<file path="config.mk">
export PLATFORM = sky130hd
export DESIGN_NAME = core_pipe_cf_arbiter
export DESIGN_NICKNAME = d
export VERILOG_FILES = /design/src/rtl/core_pipe_cf_arbiter.sv
export SDC_FILE = /design/constraint.sdc
export NUM_CORES = 1
export LEC_CHECK = 0
export CAP_MARGIN = 20
export CORE_MARGIN = 2
export CORE_UTILIZATION = 41
export DETAILED_ROUTE_END_ITERATION = 7
export PLACE_DENSITY = 0.86
export RECOVER_POWER = 25
export SLEW_MARGIN = 15
export SYNTH_ARGS = -nofsm -noshare
export SYNTH_HDL_FRONTEND = slang
export SYNTH_SLANG_ARGS = --single-unit
</file>
<file path="constraint.sdc">
create_clock -name g_clk -period 7.6 [get_ports g_clk]
set_input_delay 1.9 -clock g_clk [delete_from_list [all_inputs] [get_ports g_clk]]
set_output_delay 1.9 -clock g_clk [all_outputs]
set_load 0.01 [all_outputs]
</file>
<file path="src/rtl/core_pipe_cf_arbiter.sv">
// Arbitrates trap and CFU redirects onto the fetch control-flow bus, flushes the
// pipe on acceptance and marks wrong-path instruction responses for discard.
module core_pipe_cf_arbiter #(
  parameter int MAX_OUTSTANDING = 2,
  parameter int CW              = 3
) (
  input  logic        g_clk,
  input  logic        g_reset,
  input  logic        trap_req,
  input  logic [63:0] trap_target,
  output logic        trap_ack,
  input  logic        cfu_req,
  input  logic [63:0] cfu_target,
  output logic        cfu_ack,
  output logic        fetch_cf_valid,
  input  logic        fetch_cf_ack,
  output logic [63:0] fetch_cf_target,
  output logic        pipe_flush,
  input  logic        imem_req_fire,
  input  logic        imem_rsp_fire,
  output logic        imem_req_allow,
  output logic        imem_rsp_discard,
  output logic        busy
);

  // Handshake: a source holds req/target until its ack; fetch_cf_valid stays
  // high with a stable target until fetch_cf_ack, and ack is ignored otherwise.
  typedef enum logic [1:0] {IDLE, REQ, DRAIN} state_t;

  localparam logic [CW-1:0] MAX_O = CW'(MAX_OUTSTANDING);

  state_t        state_q, state_d;
  logic [CW-1:0] outstanding_q, outstanding_d;
  logic [CW-1:0] discard_q, discard_d;
  logic [63:0]   target_q, target_d;
  logic          grant_trap_q, grant_trap_d;
  logic          ack_fire;
  logic          rsp_dec;

  // A response with nothing in flight is ignored unless a request fires with it.
  always_comb begin
    rsp_dec       = imem_rsp_fire && ((outstanding_q != '0) || imem_req_fire);
    outstanding_d = outstanding_q + CW'(imem_req_fire) - CW'(rsp_dec);
  end

  assign ack_fire       = (state_q == REQ) && fetch_cf_ack;
  assign fetch_cf_valid = (state_q == REQ);
  assign fetch_cf_target = target_q;
  assign trap_ack       = ack_fire && grant_trap_q;
  assign cfu_ack        = ack_fire && !grant_trap_q;
  assign pipe_flush     = ack_fire;
  assign imem_req_allow = (outstanding_q < MAX_O);
  assign busy           = (state_q != IDLE);

  always_comb begin
    state_d          = state_q;
    discard_d        = discard_q;
    target_d         = target_q;
    grant_trap_d     = grant_trap_q;
    imem_rsp_discard = 1'b0;
    case (state_q)
      IDLE: begin
        if (trap_req) begin
          target_d     = trap_target;
          grant_trap_d = 1'b1;
          state_d      = REQ;
        end else if (cfu_req) begin
          target_d     = cfu_target;
          grant_trap_d = 1'b0;
          state_d      = REQ;
        end
      end
      REQ: begin
        // Everything still in flight after this cycle belongs to the old path.
        if (fetch_cf_ack) begin
          imem_rsp_discard = imem_rsp_fire;
          discard_d        = outstanding_d;
          state_d          = (outstanding_d != '0) ? DRAIN : IDLE;
        end
      end
      DRAIN: begin
        if (imem_rsp_fire) begin
          imem_rsp_discard = 1'b1;
          discard_d        = discard_q - 1'b1;
          if (discard_q == CW'(1)) state_d = IDLE;
        end
      end
      default: state_d = IDLE;
    endcase
  end

  always_ff @(posedge g_clk or posedge g_reset) begin
    if (g_reset) begin
      state_q       <= IDLE;
      outstanding_q <= '0;
      discard_q     <= '0;
      target_q      <= '0;
      grant_trap_q  <= 1'b0;
    end else begin
      state_q       <= state_d;
      outstanding_q <= outstanding_d;
      discard_q     <= discard_d;
      target_q      <= target_d;
      grant_trap_q  <= grant_trap_d;
    end
  end

endmodule

</file>
== Word level (Yosys, flattened, before mapping) ==
Cells that the tools add are included.
W data, S select, Z words.
Storage, ports and cells
  bits in registers: 73
  bits of input ports: 135
  output and inout port bits: 71
Operators by class
  add/subtract/negate cells: 3
  order comparisons: 1
  eq/ne operators: 7
  muxes and demuxes: 17
  reduce and logical (&&, ||, !) cells: 15
Operator list (count)
  $mux W64: 2
  $mux W2: 6
  $mux W3: 2
  $pmux W2 S3: 1
  $pmux W3 S2: 1
  $reduce_bool A2 Y1: 3
  $reduce_bool A3 Y1: 2
  $logic_and A1 B1 Y1: 4
  $mux W1: 4
  $ne A2 B2 Y1 const B: 2
  $reduce_and A4 Y1: 1
  $add A3 B1 Y3: 1
  $eq A3 B1 Y1 const B: 1
  $lt A3 B2 Y1 const B: 1
  $ne A3 B3 Y1 const B: 1
  $reduce_and A3 Y1: 1
  $sub A3 B1 Y3: 1
  $sub A3 B1 Y3 const B: 1
  $eq A2 B1 Y1 const B: 1
  $eq A2 B2 Y1 const B: 1
  $logic_not A2 Y1: 1
  $ne A2 B1 Y1 const B: 1
  $pmux W1 S2: 1
  $reduce_and A2 Y1: 1
  2 further kinds: 2

== Longest topological paths before layout ==
Gate-level depths: netlist (run 1).
  depth in word-level cells: 8
  depth in mapped cells: 8
  depth with buffers taken out: 8

== Least setup slack after synthesis (run 1) ==
No wires, ideal clock.
  path kind: input -> output
  from: input port fetch_cf_ack
  to: output port imem_rsp_discard
  arrival: 2.330 ns
  setup slack: 3.370 ns
  cell stages on the path: 2
  path through: and2_1 > o211a_1
Between the ends
  word-level cells in the longest chain between the ends: 2
Ends and longest elaborated chain
  start, declared: RTL line 16  | input logic fetch_cf_ack,
  $mux W1: RTL line 75  | if (fetch_cf_ack) begin
  $pmux W1 S2: RTL line 61  | case (state_q)
  end, declared: RTL line 22  | output logic imem_rsp_discard,
No other way between the ends.

==> results of run 1 <==
[state kept, by name (all words and copies together), names as in the netlist]
name,cells
outstanding_q,3
grant_trap_q,1
state_q,2
fetch_cf_target,64
discard_q,3
[critical path, delay by kind of cell]
family	cells	cell delay, ps
buf+inv	3	3100
[area by class of cell]
type                       count  area (µm²)
inverter                      11        41.3
clock buffer                  10         138
clock inverter                 5        80.1
multi-input combinational    231        1560
fill                         674        2740
timing repair buffer         208        2070
tap                          108         135
sequential                    73        1830
[power breakdown]
part / total, mW / internal, mW / switching [mW]
sequential: 0.680 / 0.581 / 0.0984
combinational: 0.984 / 0.518 / 0.466
clock: 0.330 / 0.191 / 0.138
[routing by layer]
metal  up-vias  part of all wire, %  GRT usage, %
met5         -                    0             0
met4         0                  1.7          6.30
met3        14                  7.2          6.62
met2       124                   53          38.8
met1      1440                   38          24.1
li1       1554                    -             -
[cell usage in the layout (no fill, tap or decap), types with 2 or more instances in the layout]
cell type,n
mux2i_1,68
nor2b_1,2
inv_1,10
clkbuf_8,10
bufinv_16,2
nor2_1,2
ha_1,8
nand4b_1,2
o21ai_1,28
clkinvlp_4,2
nand2_1,67
nand3b_1,2
dfrtp_1,73
buf_4,3
o21ai_0,38
clkdlybuf4s50_1,203
[how the worst max path moves through the flow]
stage / endpoint / slack [ps] / cells after the start
global placement: imem_rsp_discard / 2390 / 4
floorplan: imem_rsp_discard / 3370 / 2
detailed placement: imem_rsp_discard / 2360 / 4
finish: fetch_cf_target[13]$_DFFE_PP0P_ / 2130 / 3
CTS: imem_rsp_discard / 2360 / 4
global route: fetch_cf_target[62]$_DFFE_PP0P_ / 1280 / 3
[stage by stage]
step	cell area, µm²	hold WS (ps)	total power, mW	std cells	setup WS, ps
after global placement	5640	460	1.63	631	2390
after detailed placement	5640	469	1.68	631	2360
after floorplan	3570	479	1.16	338	3370
after global routing	5850	516	2.15	646	1280
after CTS	5850	486	2.02	646	2360
final	5850	480	1.99	646	2130
[cells by family (layout without fill, tap and decap cells)]
kind of cell / count (synthesis) / after routing / synth area share, %
flops: 73 / 73 / 51.2
compound gates: 73 / 73 / 11.2
mux: 68 / 68 / 19.1
xor+xnor: 1 / 1 / 0.246
simple gates: 80 / 80 / 9.54
fa+ha+maj: 9 / 9 / 3.37
buf+inv: 34 / 234 / 5.30
==> results by group, run 1 <==
Run status
  – Status: finished with violations
  – Violated checks: max-capacitance violations, max-slew violations

Routing
  – Via/cell ratio: ~4.8
  – Remaining routing DRC violations: 0
  – Initial drt markers: 45
  – Detail-routed net length per standard cell: approximately 15 µm
  – Final wirelength: about 9700 µm
  – Final antenna-violating net count: 0
  – Drt first pass iters: 4
  – Total via count after detailed routing: 3132

CTS
  – Postcts setup bufs: 0
  – Clock Path Buffers: 2
  – Clock tree root driver cell: clkbuf_8
  – Insertion delay of the later-clocked pin in the worst-skew pair: approximately 330 ps
  – CTS Hold Bufs: 0
  – Number of clock buffers inserted by TritonCTS: 9
  – H-tree levels: 3
  – CTS tree: done
  – Number of instances resized during post-cts repair: 0
  – Clock net sink count: 73
  – Worst-path clk slew: about 70 ps

Worst setup path
  – Reg2reg path depth: 8
  – First element of the critical path: g_reset
  – Top fanout value on the critical path: 73
  – Reg-to-Reg Start: outstanding_q[1]$_DFF_PP0_
  – Kind of capture point of the worst setup path: async pin
  – Critical Path RT: about 7200 ps
  – CP peak stage delay: between 2000 and 3000 ps
  – Data arrival time of the critical path: a little over 5000 ps
  – Worst-path cell chain: clkdlybuf4s50_1 > clkinv_1 > clkbuf_1
  – Worst reg2reg endpoint: state_q[1]$_DFFE_PP0P_
  – Cell type of the slowest stage on the worst timing path: clkbuf_1
  – Reg-to-reg setup timing slack: approximately 5300 ps
  – Type of the setup path with the least slack: primary input to async pin
  – Critical Path Source Type: primary input

Placed design
  – Weighted congestion at the end of routability-driven global placement: between 0.7 and 0.8
  – Port-buffer cells: between 200 and 250
  – Post-detailed-placement half-perimeter wirelength: roughly 7600 µm

Layout
  – Fraction of final layout cells with drive strength greater than 1: 3.90%
  – Final #Nets: roughly 680
  – Total inserted antenna cells: 0
  – Area growth from synthesis to layout: 64.1%
  – Final core utilization: between 60% and 70%

Synthesis
  – Synthesized netlist cell count: 338
  – Top area cells in the synthesized netlist: dfrtp_1 (51%), mux2i_1 (19%), nand2_1 (7.1%)
  – Syn Area/Cell: 10.6 µm²
  – Count of flip-flops with a built-in enable after synthesis: 0
  – Ys async rst share: 100%
  – Seq cells post-synth: between 70 and 80
  – Post-synthesis cell type with the largest combined area: dfrtp_1
  – Share of the yosys chip area belonging to registers: 51.2%
  – Top flip-flop cell by instance count after synthesis: dfrtp_1
  – Netlist Area Pre-Place: 3570 µm²
  – Most frequently used cell type in the post-synthesis netlist: dfrtp_1
  – Net Count, Synth: roughly 480
  – Share of the synthesized area in the top cell type: around half
  – Top cell types by occurrence after synthesis: dfrtp_1 (73), mux2i_1 (68), nand2_1 (67), o21ai_0 (38), o21ai_1 (29)
  – Count of unique library cells instantiated by Yosys: 29
  – Number of warnings printed during yosys synthesis: 0

Timing
  – Worst slew margin relative to its limit: -153%
  – Slew Viols, Final: 74
  – Fmax: between 150 and 200 MHz
  – Final setup TNS: 0 ps
  – Endpoints failing hold: 0
  – Setup violators final: 0
  – RSZ-0062 raised after global routing: false
  – Final period utilization: between 70% and 80%
  – Period minus WS final: around 5500 ps
  – Fin Clk Skew: a little under 8 ps
  – Worst-margin pin slew: between 3000 and 4000 ps

Hold path
  – Worst Hold End: fetch_cf_target[54]$_DFFE_PP0P_
  – Class of the worst hold path: flop to flop
  – Number of cells on the worst hold path: 2
  – Startpoint of the worst hold path: fetch_cf_target[54]$_DFFE_PP0P_

Power and ir drop
  – Maximum ir drop on the vdd rail: 221 µV
  – Leakage: about 2.6 nW
  – Pwr Density: approximately 340 nW/µm²

Global routing
  – Total global routing track utilization: a little over a fifth
  – Grt ovf: 0
  – Largest net degree at the start of global routing: 84
  – Initial antenna violation count: 0
  – Wire length of the first global-routing pass: about 16000 µm
  – Vias in the first global route: 3249

Floorplanning
  – Die X: around 97 µm
  – Initial Utilization: around two fifths
  – Chip height: just under 100 µm
  – Area enclosed by the die boundary: 9460 µm²
  – Number of I/O pins: 206
  – Floorplan row count: 34
  – Core region area: ~8600 µm²

Flow run
  – Total of max-cap violations: 1
Power figures use the tool's default switching activity.
==> run 2: changes to the inputs <==
- CORE_UTILIZATION: 41 -> 38
- PLACE_DENSITY: 0.86 -> 0.8
- clock period: 7.6 -> 5.4 ns (I/O delays scaled with it)
==> results by group, run 2 (same netlist as run 1, synthesis figures left out) <==
Run status
  – Status: finished with violations
  – Violated checks: max-capacitance violations, max-slew violations

Power and ir drop
  – Relative contribution of combinational cells to total power: 47.2% (-2.1 points)
  – Leakage: 2.67 nW (+1.9%)
  – Clock Power Share: 19.7% (+3.2 points)
  – Total power draw: 2.88 mW (+45%)
  – Reg power frac: 33.1% (-1.0 points)
  – Maximum ir drop on the vdd rail: 417 µV (+89%)
  – Internal power: 1.91 mW (+48%)
  – Pwr Density: 488 nW/µm² (+43%)
  – Psw: 968 µW (+38%)
  – Net switching share of the total power: 33.6% (-1.7 points)

Global routing
  – Wire length of the first global-routing pass: 14100 µm (-13%)
  – Largest net degree at the start of global routing: 129 (+54%)
  – Routing usage on met3: 4.99% (-1.6 points)
  – GRT busiest layer: met2
  – Met2 demand-to-capacity share in global routing: 32.3% (-6.6 points)
  – Vias in the first global route: 3083 (-5.1%)
  – Initial antenna violation count: 0 (unchanged)
  – Grt ovf: 0 (unchanged)
  – Global routing usage on met1: 19.4% (-4.7 points)
  – Total global routing track utilization: 17.4% (-3.9 points)

Placed design
  – Port-buffer cells: 205 (unchanged)
  – Weighted congestion at the end of routability-driven global placement: 0.923 (+20%)
  – Post-detailed-placement half-perimeter wirelength: 7160 µm (-6.1%)

Routing
  – Remaining routing DRC violations: 0 (unchanged)
  – Detail-routed net length per standard cell: 14.1 µm (-5.7%)
  – Initial drt markers: 40 (-11%)
  – Final antenna-violating net count: 0 (unchanged)
  – Via/cell ratio: 4.79 (-1.1%)
  – Drt first pass iters: 4 (unchanged)
  – Final wirelength: 9160 µm (-5.3%)
  – Total via count after detailed routing: 3111 (-0.67%)

Floorplanning
  – Core region area: 9150 µm² (+6.5%)
  – Initial Utilization: 39.0% (-2.5 points)
  – Area enclosed by the die boundary: 10200 µm² (+7.6%)
  – Die X: 101 µm (+3.7%)
  – Number of I/O pins: 206 (unchanged)
  – Floorplan row count: 35 (+2.9%)
  – Chip height: 101 µm (+3.7%)

Hold path
  – Class of the worst hold path: flop to flop
  – Startpoint of the worst hold path: fetch_cf_target[3]$_DFFE_PP0P_

Layout
  – Fraction of final layout cells with drive strength greater than 1: 4.09% (+0.19 points)
  – Final #Nets: 677 (-0.15%)
  – Highest-count cells in the layout ignoring fill and taps: clkdlybuf4s50_1 (191), dfrtp_1 (73), mux2i_1 (68)
  – Flip-flop count of the largest register after layout: 64 (unchanged)
  – Most common cell after layout, fill and taps aside: clkdlybuf4s50_1
  – Total inserted antenna cells: 0 (unchanged)
  – Area growth from synthesis to layout: 65.6%
  – Fillers: 748 (+11%)

Worst setup path
  – Kind of capture point of the worst setup path: output port
  – Type of the setup path with the least slack: primary input to output port
  – Top fanout value on the critical path: 5 (-93%)
  – Critical Path RT: 4050 ps (-3120 ps)
  – Cell family with the largest share of critical-path delay: buffers and inverters
  – Top cell by count, worst path: clkdlybuf4s50_1
  – First element of the critical path: fetch_cf_ack
  – Cell type of the slowest stage on the worst timing path: clkdlybuf4s50_1
  – CP peak stage delay: 550 ps (-2110 ps)
  – Worst-path cell chain: clkdlybuf4s50_1 > and2_1 > nor2b_1 > clkdlybuf4s50_1
  – Critical Path Source Type: primary input
  – Data arrival time of the critical path: 2750 ps (-2280 ps)
  – Reg-to-Reg Start: outstanding_q[1]$_DFF_PP0_
  – Number of buffer and inverter instances along the worst setup path: 2 (-1)

CTS
  – H-tree levels: 3 (unchanged)
  – Postcts setup bufs: 0 (unchanged)
  – Clock tree root driver cell: clkbuf_8
  – CTS tree: done
  – Worst-path clk slew: 60 ps (about the same)
  – CTS Hold Bufs: 0 (unchanged)
  – Insertion delay of the later-clocked pin in the worst-skew pair: 320 ps (about the same)
  – Clock net sink count: 73 (unchanged)
  – Clock Path Buffers: 2 (unchanged)
  – Number of clock buffers inserted by TritonCTS: 9 (unchanged)
  – Number of instances resized during post-cts repair: 0 (unchanged)

Timing
  – Slew Viols, Final: 111 (+50%)
  – Fin Clk Skew: 11.0 ps (+3.29 ps)
  – Final period utilization: roughly three quarters
  – RSZ-0062 raised after global routing: false
  – Final setup TNS: 0 ps (unchanged)
  – Period minus WS final: 4100 ps
  – Worst slew margin relative to its limit: -41.2% (+110 points)
  – Final hold slack: 474 ps (-6.60 ps)
  – Endpoints failing hold: 0 (unchanged)
  – Worst-margin pin slew: 2120 ps (-1680 ps)
  – Fmax: between 200 and 250 MHz
  – Setup violators final: 0 (unchanged)

Flow run
  – Total of max-cap violations: 2 (+1)
[run 2: cell types whose count changed in the layout (fill, tap and decap cells not counted), moves of 2 or more]
cell             change
clkdlybuf4s50_1     -12
clkinvlp_4           -2
dlygate4sd3_1       +12
bufinv_16            +2
[run 2: cell type report]
| cell class | count | area, µm² | share of cell area [%] |
|---|---|---|---|
| flip-flops and latches | 73 | 1830 | 30.9 |
| well taps | 111 | 139 | 2.35 |
| clock buffers | 11 | 151 | 2.56 |
| clock inverters | 5 | 125 | 2.12 |
| repair buffers | 207 | 2060 | 34.9 |
| inverters | 11 | 41.3 | 0.699 |
| multi-input cells | 231 | 1560 | 26.4 |
[run 2: power by group through the flow]
| stage | Clock [mW] | Combinational, mW | Sequential, mW |
|---|---|---|---|
| after floorplan | 0 | 0.564 | 1.07 |
| after global placement | 0 | 1.35 | 0.954 |
| after detailed placement | 0 | 1.39 | 0.966 |
| after CTS | 0.584 | 1.39 | 0.958 |
| after global routing | 0.611 | 1.49 | 0.989 |
| final | 0.569 | 1.36 | 0.953 |
[run 2: final timing paths]
path	slack (ps)	endpoint	cells past startpoint
max	1300	cfu_ack	4
min	470	fetch_cf_target[3]$_DFFE_PP0P_	2
max reg2reg	3030	state_q[1]$_DFFE_PP0P_	8
min reg2reg	470	fetch_cf_target[3]$_DFFE_PP0P_	2
max in group asynchronous	2310	fetch_cf_target[34]$_DFFE_PP0P_	3
min in group asynchronous	1910	fetch_cf_target[28]$_DFFE_PP0P_	2
[run 2: per-stage QoR]
step	setup slack (ps)	std cells	area [µm²]	util, %
after floorplan	2200	338	3570	-
after global placement	1340	633	5630	61.5
after detailed placement	1290	633	5630	61.5
after CTS	1280	649	5910	64.6
after global routing	1220	649	5910	64.5
final	1300	649	5910	64.5
[run 2: worst register-to-register path: stages (launching register included)]
cell	delay (ps)
dfrtp_1	390
o41a_1	430
ha_1	280
inv_1	40
ha_1	190
fa_1	390
xnor2_1	180
o31ai_1	230
mux2i_1	120
[run 2: per-layer routing]
metal	vias up	wire length, µm
li1	1553	-
met1	1425	3530
met2	125	4790
met3	8	743
met4	0	98
met5	-	0
==> run 3: changes to the inputs <==
- clock period: 5.4 -> 4.29 ns (I/O delays scaled with it)
==> results by group, run 3 (same netlist as run 1, synthesis figures left out) <==
Layout
  – Most common cell after layout, fill and taps aside: clkdlybuf4s50_1
  – Flip-flop count of the largest register after layout: 64 (unchanged)
  – Area growth from synthesis to layout: 65.2%
  – Fraction of final layout cells with drive strength greater than 1: 4.26% (+0.17 points)
  – Final Cell Area: 5890 µm² (-0.30%)
  – Final #Nets: 679 (+0.30%)
  – Fillers: 766 (+2.4%)
  – Highest-count cells in the layout ignoring fill and taps: clkdlybuf4s50_1 (202), dfrtp_1 (73), mux2i_1 (68)
  – Final core utilization: 64.3% (-0.19 points)
  – Total inserted antenna cells: 0 (unchanged)
  – Post-layout instance count excluding filler cells: 651 (+0.31%)

Timing
  – Final setup slack of the worst path: 757 ps (-540 ps)
  – Setup violators final: 0 (unchanged)
  – Worst slew margin relative to its limit: 8.71% (+50 points)
  – Endpoints failing hold: 0 (unchanged)
  – Fmax: 283 MHz
  – Period minus WS final: around 3500 ps
  – Final period utilization: 82.4%
  – Worst-margin pin slew: 1370 ps (-751 ps)
  – Fin Clk Skew: 13.6 ps (+2.66 ps)
  – RSZ-0062 raised after global routing: false
  – Final setup TNS: 0 ps (unchanged)
  – Slew Viols, Final: 0 (-100%)

Run status
  – Status: finished clean

CTS
  – H-tree levels: 3 (unchanged)
  – Number of clock buffers inserted by TritonCTS: 9 (unchanged)
  – Clock tree root driver cell: clkbuf_8
  – Worst-path clk slew: 70 ps (about the same)
  – Number of instances resized during post-cts repair: 0 (unchanged)
  – Postcts setup bufs: 0 (unchanged)
  – CTS tree: done
  – Insertion delay of the later-clocked pin in the worst-skew pair: 330 ps (about the same)
  – Clock net sink count: 73 (unchanged)
  – Clock Path Buffers: 2 (unchanged)
  – CTS Hold Bufs: 0 (unchanged)

Worst setup path
  – Kind of capture point of the worst setup path: output port
  – CP peak stage delay: 540 ps (about the same)
  – Cell family with the largest share of critical-path delay: buffers and inverters
  – Number of buffer and inverter instances along the worst setup path: 2 (unchanged)
  – Critical Path Source Type: primary input
  – Critical Path RT: 3220 ps (-830 ps)
  – Type of the setup path with the least slack: primary input to output port
  – Worst-path cell chain: clkdlybuf4s50_1 > and2_1 > o211a_1 > clkdlybuf4s50_1
  – Top cell by count, worst path: clkdlybuf4s50_1
  – Data arrival time of the critical path: 2460 ps (-290 ps)
  – Top fanout value on the critical path: 5 (unchanged)
  – Cell type of the slowest stage on the worst timing path: clkdlybuf4s50_1

Global routing
  – Largest net degree at the start of global routing: 52 (-60%)
  – Initial antenna violation count: 0 (unchanged)
  – Total global routing track utilization: 18.4% (+0.94 points)
  – Wire length of the first global-routing pass: 14700 µm (+4.4%)
  – Vias in the first global route: 3201 (+3.8%)
  – Grt ovf: 0 (unchanged)

Routing
  – Final wirelength: 9340 µm (+2.0%)
  – Initial drt markers: 50 (+25%)
  – Total via count after detailed routing: 3149 (+1.2%)
  – Via/cell ratio: 4.84 (+0.91%)
  – Remaining routing DRC violations: 0 (unchanged)
  – Detail-routed net length per standard cell: 14.3 µm (+1.6%)
  – Drt first pass iters: 4 (unchanged)
  – Final antenna-violating net count: 0 (unchanged)

Flow run
  – Total of max-cap violations: 0 (-2)

Floorplanning
  – Core region area: 9150 µm² (unchanged)
  – Floorplan row count: 35 (unchanged)
  – Initial Utilization: 39.0% (unchanged)
  – Die X: 101 µm (unchanged)
  – Area enclosed by the die boundary: 10200 µm² (unchanged)
  – Chip height: 101 µm (unchanged)
  – Number of I/O pins: 206 (unchanged)

Placed design
  – Instance area at placement: 5660 µm² (+0.49%)
  – Port-buffer cells: 205 (unchanged)
  – Weighted congestion at the end of routability-driven global placement: 0.816 (-12%)
  – Post-detailed-placement half-perimeter wirelength: 7440 µm (+3.8%)
  – Setup slack after placement: 755 ps (-532 ps)
  – Number of placed instances, taps included: 635 (+0.32%)

Power and ir drop
  – Leakage: 2.65 nW (-0.87%)
  – Pwr Density: 609 nW/µm² (+25%)
  – Maximum ir drop on the vdd rail: 351 µV (-16%)

Hold path
  – Class of the worst hold path: flop to flop
[run 3: worst min-delay path, delay by kind of cell, from the launching register on]
kind	cells	cell delay [ps]
compound gates	1	60
simple gates	1	40
flops	1	340
[run 3: per-stage QoR]
step	hold slack [ps]	power (mW)
after floorplan	479	2.05
after detailed placement	470	2.98
final	476	3.59
after CTS	486	3.64
after global routing	511	3.86
after global placement	463	2.91
[run 3: layout make-up]
| type | count | area (µm²) | area share, % |
|---|---|---|---|
| clock inverter | 5 | 103 | 1.74 |
| inverter | 11 | 41.3 | 0.701 |
| clock buffer | 11 | 141 | 2.40 |
| timing repair buffer | 209 | 2080 | 35.3 |
| multi-input combinational | 231 | 1560 | 26.5 |
| sequential | 73 | 1830 | 31.0 |
| tap | 111 | 139 | 2.36 |
[run 3: metal layers]
layer  GRT usage [%]  vias to the layer above  wire length (µm)
li1                -                     1553                 -
met1            19.8                     1456              3590
met2            34.3                      126              4870
met3            5.20                       14               742
met4            6.22                        0               136
met5               0                        -                 0
[run 3: report_power, final]
group	switching, mW	internal (mW)
sequential	0.171	1.03
combinational	0.815	0.923
clock	0.246	0.402
total	1.23	2.35
[run 3: path summary, 6_finish.rpt]
path / start / end / slack (ps) / cells past startpoint
setup / recovery: fetch_cf_ack / imem_rsp_discard / 760 / 4
hold / removal: fetch_cf_target[41]$_DFFE_PP0P_ / fetch_cf_target[41]$_DFFE_PP0P_ / 480 / 2
setup reg to reg: outstanding_q[1]$_DFF_PP0_ / state_q[1]$_DFFE_PP0P_ / 1890 / 8
hold reg to reg: fetch_cf_target[41]$_DFFE_PP0P_ / fetch_cf_target[41]$_DFFE_PP0P_ / 480 / 2
max in group asynchronous: g_reset / fetch_cf_target[10]$_DFFE_PP0P_ / 1140 / 3
min in group asynchronous: g_reset / fetch_cf_target[28]$_DFFE_PP0P_ / 1570 / 2
